File: config.mk
export PLATFORM = sky130hd
export DESIGN_NAME = uart_alu_cmd_sequencer_flat
export DESIGN_NICKNAME = d
export VERILOG_FILES = /design/src/rtl/uart_alu_cmd_sequencer_if.sv /design/src/rtl/uart_alu_cmd_sequencer.sv /design/src/flat_wrapper.sv
export SDC_FILE = /design/constraint.sdc
export NUM_CORES = 1
export LEC_CHECK = 0
export ABC_CLOCK_PERIOD_IN_PS = 2200
export BUFFER_PORTS_ARGS = -buffer_cell sky130_fd_sc_hd__clkbuf_2
export CAP_MARGIN = 20
export CORE_ASPECT_RATIO = 1.75
export CORE_UTILIZATION = 57
export CTS_CLUSTER_SIZE = 14
export DETAILED_ROUTE_END_ITERATION = 12
export PLACE_DENSITY = 0.8
export SLEW_MARGIN = 20
export SYNTH_ARGS = -nofsm -noshare
export SYNTH_HDL_FRONTEND = slang
export SYNTH_SLANG_ARGS = --single-unit
File: constraint.sdc
create_clock -name clk -period 2.2 [get_ports clk]
set_input_delay 0.11 -clock clk [delete_from_list [all_inputs] [get_ports clk]]
set_output_delay 0.11 -clock clk [all_outputs]
set_load 0.05 [all_outputs]
File: src/rtl/uart_alu_cmd_sequencer_if.sv
// Bundle of the UART receive, ALU and UART transmit handshakes seen by the
// command sequencer. The master side is the sequencer itself; the slave side
// is whatever surrounds it (receiver, ALU, transmitter).
interface uart_alu_cmd_sequencer_if;
    logic [7:0] rx_data;
    logic       rx_valid;
    logic [3:0] alu_op;
    logic [7:0] alu_a;
    logic [7:0] alu_b;
    logic       alu_start;
    logic [7:0] alu_result;
    logic [3:0] alu_flags;
    logic       alu_done;
    logic [7:0] tx_data;
    logic       tx_start;
    logic       tx_busy;
    logic       busy;
    logic [7:0] err_count;

    modport master (
        input  rx_data, rx_valid, alu_result, alu_flags, alu_done, tx_busy,
        output alu_op, alu_a, alu_b, alu_start, tx_data, tx_start, busy, err_count
    );

    modport slave (
        output rx_data, rx_valid, alu_result, alu_flags, alu_done, tx_busy,
        input  alu_op, alu_a, alu_b, alu_start, tx_data, tx_start, busy, err_count
    );
endinterface

File: src/rtl/uart_alu_cmd_sequencer.sv
// Command sequencer between the UART receiver and the ALU. Collects a
// 5-byte frame (header, opcode, A, B, checksum), launches one ALU operation
// and returns the result and flag bytes through the transmitter handshake.
// Bad frames get a NAK byte; inter-byte timeouts silently drop the frame.
// Both kinds of rejection bump a saturating error counter.
module uart_alu_cmd_sequencer #(
    parameter logic [7:0] HEADER       = 8'hAA,
    parameter logic [7:0] NAK_BYTE     = 8'h15,
    parameter int         TIMEOUT_CLKS = 43400
) (
    input logic                      clk,
    input logic                      rst_n,
    uart_alu_cmd_sequencer_if.master bus
);

    localparam logic [3:0] S_IDLE     = 4'd0;
    localparam logic [3:0] S_GET_OP   = 4'd1;
    localparam logic [3:0] S_GET_A    = 4'd2;
    localparam logic [3:0] S_GET_B    = 4'd3;
    localparam logic [3:0] S_GET_CHK  = 4'd4;
    localparam logic [3:0] S_EXEC     = 4'd5;
    localparam logic [3:0] S_WAIT_ALU = 4'd6;
    localparam logic [3:0] S_TX_RES   = 4'd7;
    localparam logic [3:0] S_TX_RES_G = 4'd8;
    localparam logic [3:0] S_TX_FLG   = 4'd9;
    localparam logic [3:0] S_TX_FLG_G = 4'd10;
    localparam logic [3:0] S_TX_NAK   = 4'd11;
    localparam logic [3:0] S_TX_NAK_G = 4'd12;

    // The counter never needs to exceed TIMEOUT_CLKS-1
    localparam int               CNT_W    = $clog2(TIMEOUT_CLKS);
    localparam logic [CNT_W-1:0] TO_LIMIT = CNT_W'(TIMEOUT_CLKS - 1);

    logic [3:0]       state;
    logic [7:0]       op_reg;
    logic [7:0]       a_reg;
    logic [7:0]       b_reg;
    logic [7:0]       res_reg;
    logic [7:0]       flg_reg;
    logic             guard_first;
    logic [CNT_W-1:0] to_cnt;
    logic [7:0]       err_count;
    logic [3:0]       alu_op;
    logic [7:0]       alu_a;
    logic [7:0]       alu_b;
    logic             alu_start;
    logic [7:0]       tx_data;
    logic             tx_start;

    logic in_get;
    logic chk_ok;
    logic timeout_hit;
    logic frame_bad;

    // Frame-collection status: which states are timed, checksum/opcode validity, reject events
    always_comb begin
        in_get      = 1'b0;
        chk_ok      = 1'b0;
        timeout_hit = 1'b0;
        frame_bad   = 1'b0;
        in_get      = (state == S_GET_OP) || (state == S_GET_A) ||
                      (state == S_GET_B)  || (state == S_GET_CHK);
        chk_ok      = (bus.rx_data == (op_reg ^ a_reg ^ b_reg)) && (op_reg[7:4] == 4'h0);
        timeout_hit = in_get && !bus.rx_valid && (to_cnt == TO_LIMIT);
        frame_bad   = (state == S_GET_CHK) && bus.rx_valid && !chk_ok;
    end

    // Inter-byte timer: restarts on every received byte and outside frame collection
    always_ff @(posedge clk) begin
        if (!rst_n) begin
            to_cnt <= '0;
        end else if (!in_get || bus.rx_valid || timeout_hit) begin
            to_cnt <= '0;
        end else begin
            to_cnt <= to_cnt + CNT_W'(1);
        end
    end

    // Rejected-frame counter, sticks at its maximum instead of wrapping
    always_ff @(posedge clk) begin
        if (!rst_n) begin
            err_count <= 8'h00;
        end else if ((frame_bad || timeout_hit) && (err_count != 8'hFF)) begin
            err_count <= err_count + 8'h01;
        end
    end

    // Main sequencer: frame capture, ALU launch, result/flag/NAK transmission
    always_ff @(posedge clk) begin
        if (!rst_n) begin
            state       <= S_IDLE;
            op_reg      <= 8'h00;
            a_reg       <= 8'h00;
            b_reg       <= 8'h00;
            res_reg     <= 8'h00;
            flg_reg     <= 8'h00;
            guard_first <= 1'b0;
            alu_op      <= 4'h0;
            alu_a       <= 8'h00;
            alu_b       <= 8'h00;
            alu_start   <= 1'b0;
            tx_data     <= 8'h00;
            tx_start    <= 1'b0;
        end else begin
            alu_start <= 1'b0;
            tx_start  <= 1'b0;
            case (state)
                S_IDLE: begin
                    if (bus.rx_valid && (bus.rx_data == HEADER)) begin
                        state <= S_GET_OP;
                    end
                end
                S_GET_OP: begin
                    if (bus.rx_valid) begin
                        op_reg <= bus.rx_data;
                        state  <= S_GET_A;
                    end else if (timeout_hit) begin
                        state <= S_IDLE;
                    end
                end
                S_GET_A: begin
                    if (bus.rx_valid) begin
                        a_reg <= bus.rx_data;
                        state <= S_GET_B;
                    end else if (timeout_hit) begin
                        state <= S_IDLE;
                    end
                end
                S_GET_B: begin
                    if (bus.rx_valid) begin
                        b_reg <= bus.rx_data;
                        state <= S_GET_CHK;
                    end else if (timeout_hit) begin
                        state <= S_IDLE;
                    end
                end
                S_GET_CHK: begin
                    if (bus.rx_valid) begin
                        if (chk_ok) begin
                            alu_op    <= op_reg[3:0];
                            alu_a     <= a_reg;
                            alu_b     <= b_reg;
                            alu_start <= 1'b1;
                            state     <= S_EXEC;
                        end else begin
                            state <= S_TX_NAK;
                        end
                    end else if (timeout_hit) begin
                        state <= S_IDLE;
                    end
                end
                S_EXEC: begin
                    state <= S_WAIT_ALU;
                end
                S_WAIT_ALU: begin
                    if (bus.alu_done) begin
                        res_reg <= bus.alu_result;
                        flg_reg <= {4'h0, bus.alu_flags};
                        state   <= S_TX_RES;
                    end
                end
                S_TX_RES: begin
                    if (!bus.tx_busy) begin
                        tx_data     <= res_reg;
                        tx_start    <= 1'b1;
                        guard_first <= 1'b1;
                        state       <= S_TX_RES_G;
                    end
                end
                S_TX_RES_G: begin
                    if (guard_first) begin
                        guard_first <= 1'b0;
                    end else if (!bus.tx_busy) begin
                        state <= S_TX_FLG;
                    end
                end
                S_TX_FLG: begin
                    if (!bus.tx_busy) begin
                        tx_data     <= flg_reg;
                        tx_start    <= 1'b1;
                        guard_first <= 1'b1;
                        state       <= S_TX_FLG_G;
                    end
                end
                S_TX_FLG_G: begin
                    if (guard_first) begin
                        guard_first <= 1'b0;
                    end else if (!bus.tx_busy) begin
                        state <= S_IDLE;
                    end
                end
                S_TX_NAK: begin
                    if (!bus.tx_busy) begin
                        tx_data     <= NAK_BYTE;
                        tx_start    <= 1'b1;
                        guard_first <= 1'b1;
                        state       <= S_TX_NAK_G;
                    end
                end
                S_TX_NAK_G: begin
                    if (guard_first) begin
                        guard_first <= 1'b0;
                    end else if (!bus.tx_busy) begin
                        state <= S_IDLE;
                    end
                end
                default: begin
                    state <= S_IDLE;
                end
            endcase
        end
    end

    assign bus.busy      = (state != S_IDLE);
    assign bus.err_count = err_count;
    assign bus.alu_op    = alu_op;
    assign bus.alu_a     = alu_a;
    assign bus.alu_b     = alu_b;
    assign bus.alu_start = alu_start;
    assign bus.tx_data   = tx_data;
    assign bus.tx_start  = tx_start;

endmodule

File: src/flat_wrapper.sv
// flat-port wrapper written by rule: the top's interface ports become plain ports
module uart_alu_cmd_sequencer_flat 
#(
    parameter logic [7:0] HEADER       = 8'hAA,
    parameter logic [7:0] NAK_BYTE     = 8'h15,
    parameter int         TIMEOUT_CLKS = 43400
)
  (clk, rst_n, bus_rx_data, bus_rx_valid, bus_alu_result, bus_alu_flags, bus_alu_done, bus_tx_busy, bus_alu_op, bus_alu_a, bus_alu_b, bus_alu_start, bus_tx_data, bus_tx_start, bus_busy, bus_err_count);
  uart_alu_cmd_sequencer_if bus_i ();
  input logic clk;
  input logic rst_n;
  input wire logic [$bits(bus_i.rx_data)-1:0] bus_rx_data;
  input wire logic [$bits(bus_i.rx_valid)-1:0] bus_rx_valid;
  input wire logic [$bits(bus_i.alu_result)-1:0] bus_alu_result;
  input wire logic [$bits(bus_i.alu_flags)-1:0] bus_alu_flags;
  input wire logic [$bits(bus_i.alu_done)-1:0] bus_alu_done;
  input wire logic [$bits(bus_i.tx_busy)-1:0] bus_tx_busy;
  output wire logic [$bits(bus_i.alu_op)-1:0] bus_alu_op;
  output wire logic [$bits(bus_i.alu_a)-1:0] bus_alu_a;
  output wire logic [$bits(bus_i.alu_b)-1:0] bus_alu_b;
  output wire logic [$bits(bus_i.alu_start)-1:0] bus_alu_start;
  output wire logic [$bits(bus_i.tx_data)-1:0] bus_tx_data;
  output wire logic [$bits(bus_i.tx_start)-1:0] bus_tx_start;
  output wire logic [$bits(bus_i.busy)-1:0] bus_busy;
  output wire logic [$bits(bus_i.err_count)-1:0] bus_err_count;
  assign bus_i.rx_data = bus_rx_data;
  assign bus_i.rx_valid = bus_rx_valid;
  assign bus_i.alu_result = bus_alu_result;
  assign bus_i.alu_flags = bus_alu_flags;
  assign bus_i.alu_done = bus_alu_done;
  assign bus_i.tx_busy = bus_tx_busy;
  assign bus_alu_op = bus_i.alu_op;
  assign bus_alu_a = bus_i.alu_a;
  assign bus_alu_b = bus_i.alu_b;
  assign bus_alu_start = bus_i.alu_start;
  assign bus_tx_data = bus_i.tx_data;
  assign bus_tx_start = bus_i.tx_start;
  assign bus_busy = bus_i.busy;
  assign bus_err_count = bus_i.err_count;
  uart_alu_cmd_sequencer #(.HEADER(HEADER), .NAK_BYTE(NAK_BYTE), .TIMEOUT_CLKS(TIMEOUT_CLKS)) u_core (.clk(clk), .rst_n(rst_n), .bus(bus_i));
endmodule
==> flow_summary.yaml <==
timing:
  drv_slew: 0
  fmax_mhz: 468
  slew_headroom_pct: 53.8
  finalSetupViolCount: 0
  finalCriticalPeriod_ns: 2.14
  tightest_slew_ns: 0.676
  final-hold-violation-count: 0
  period_share_pct: 97.1
  clock_skew_ns: 0.00500
worst_hold_path:
  hold_depth: 3
  min_path_type: "in2reg"
setup_path:
  r2r_cells: 7
  crit_slowest_cell: "dfxtp_1"
  critPathTopFamily: "simple AND/OR/NAND/NOR gates"
  end_kind: "register"
  crit_type: "reg2reg"
  critPathLaunchType: "register"
  worst-r2r-setup-slack_ns: 0.06
  path_buf_inv: 0
  cp.depth: 7
  crit_arrival_ns: 2.41
  slowest_delay_ns: 0.36
  cp_max_fo: 5
  crit_top_cell: "and3_1"
  required_ns: 2.48
  crit_chain: "ha_1 > and3_1 > and3_1 > and3_1 > or2_2 > a211oi_1 > mux2i_1"
synthesis:
  syn_inst: 479
  synth_top_flop_cell: "dfxtp_1"
  synthTopCellsByCount: "dfxtp_1 (95), nor2_1 (69), mux2i_1 (46), nand2_1 (46), a21oi_1 (31)"
  synth_edf_count: 0
  synth_nets: 506
  synthDistinctLibCells: 55
  avgSynthCellArea_um2: 8.92
  post-synth-top-count-cell: "dfxtp_1"
  synth_top_cell_by_area: "dfxtp_1"
  ys_ff_latch: 95
  synth.top_cell.area_share_pct: 44.5
  syn_area_um2: 4270
  async_flop_share_pct: 0
  yosysWarnings: 0
  yosysSeqAreaShare_pct: 44.5
  yosys-top-cells-area: "dfxtp_1 (44%), mux2i_1 (11%), nor2_1 (6.1%)"
route:
  firstDrtPassIters: 5
  ant_nets: 0
  route.detailed.drc: 0
  vias: 3748
  post_drt_wl_per_cell_um: 16.1
  first_iter_violations: 221
  viasPerCell: 5.80
  routed_wl_um: 10400
status:
  outcome: "finished clean"
placement:
  placed_area_um2: 4760
  dp_cells: 623
  hpwl_um: 7140
  port_buffers: 63
  gp_congestion: 0.919
grt:
  grtUsageTotal_pct: 27.6
  grt-ovfl-total: 0
  grt_pass1_vias: 3442
  grt_pass1_wl_um: 16200
  grt_antenna_before_repair: 0
  grt_max_degree: 70
final_layout:
  regMostFlops: "u_core.to_cnt"
  finalNetCount: 582
  largest_reg_flops: 16
  layout-drive-gt1-share_pct: 20.2
  instances_no_fill: 646
  post-route-cell-area_um2: 5150
  diodes: 0
  synthToLayoutAreaGrowth_pct: 20.5
power:
  ir_drop_v: 0.000759
  pwr_density_cell_nw_per_um2: 658
  p_total_mw: 3.39
  p_leak_nw: 2.10
clock_tree:
  cts_tree: "built"
  clock_path_buffers: 2
  path_clk_slew_ns: 0.06
  clkSinkCount: 95
  cts_max_level: 3
  clk_latency_ns: 0.35
  cts_made_buffers: 9
  cts-root-buf: "clkbuf_16"
die:
  initial_utilization_pct: 59.1
  dieArea_um2: 7860
  die_h_um: 117
  core_area_um2: 7230
  rows: 41
  die_w_um: 67.5
  ios: 64
job:
  maxCapViolations: 0
[power by group]
group / switching [mW] / leakage, nW / internal (mW)
registers: 0.000228 / 0.765 / 1.72
logic: 0.0682 / 1.19 / 0.0435
clock network: 0.674 / 0.150 / 0.884
[cell usage in the layout (no fill, tap or decap), drive strengths merged, types with 6 or more instances in the layout]
cell	n
a211oi	6
a21oi	31
and3	7
buf	19
clkbuf	72
dfxtp	95
dlygate4sd3	6
inv	12
mux2i	46
nand2	46
nand2b	8
nand3	23
nor2	69
o21ai	20
xnor2	25
xor2	7
[final timing paths]
| check | start | end |
|---|---|---|
| setup / recovery | u_core.bus.err_count[0] | u_core.bus.err_count[5] |
| hold / removal | bus_alu_flags[1] | u_core.flg_reg[1] |
| hold reg to reg | u_core.bus.tx_data[7] | u_core.bus.tx_data[7] |
| setup reg to reg | u_core.bus.err_count[0] | u_core.bus.err_count[5] |
[layout make-up]
cell class	instances	area, um^2
inverters	10	37.5
clock buffers	9	225
repair buffers	88	543
flip-flops and latches	95	1900
clock inverters	7	71.3
fillers	544	2080
multi-input cells	351	2260
well taps	86	108
[cells by family (layout without fill, tap and decap cells)]
kind of cell / after synthesis / after routing / synth area share (%)
AO/OA/AOI/OAI: 80 / 80 / 11.7
XOR/XNOR: 32 / 32 / 6.56
adder cells (fa/ha/maj): 2 / 2 / 0.585
buffers and inverters: 33 / 114 / 3.31
flip-flops: 95 / 95 / 44.5
multiplexers: 47 / 47 / 11.0
AND/OR/NAND/NOR: 190 / 190 / 22.4
[stage by stage]
step	utilization, %	TNS (ns)	setup WS [ns]	hold WS (ns)
after detailed placement	65.8	0	0.0731	0.350
after CTS	70.8	0	0.0521	0.00259
after global routing	71.2	-0.0216	-0.0168	0.0274
after global placement	65.8	0	0.164	0.339
after floorplan	-	0	0.0246	0.246
final	71.2	0	0.0637	0.0114
[repair_timing]
action / in CTS / in global routing
hold buffers: 6 / 0
endpoints found under the setup margin: 0 / 9
setup buffers: 0 / 1
resized for setup: 0 / 4
endpoints found under the hold margin: 6 / 0
[per-layer routing]
metal,part of all wire [%],global-route usage (%),vias up,wire [um]
li1,-,-,1826,-
met1,37,29.8,1776,3890
met2,55,49.0,121,5750
met3,4.7,4.98,25,484
met4,2.5,14.6,0,255
met5,0,0,-,0
[worst min-delay path, stage by stage]
cell and delay (ns):
clkbuf_2 0.08, mux2i_1 0.06, nor2_1 0.08
Power figures use the tool's default switching activity.
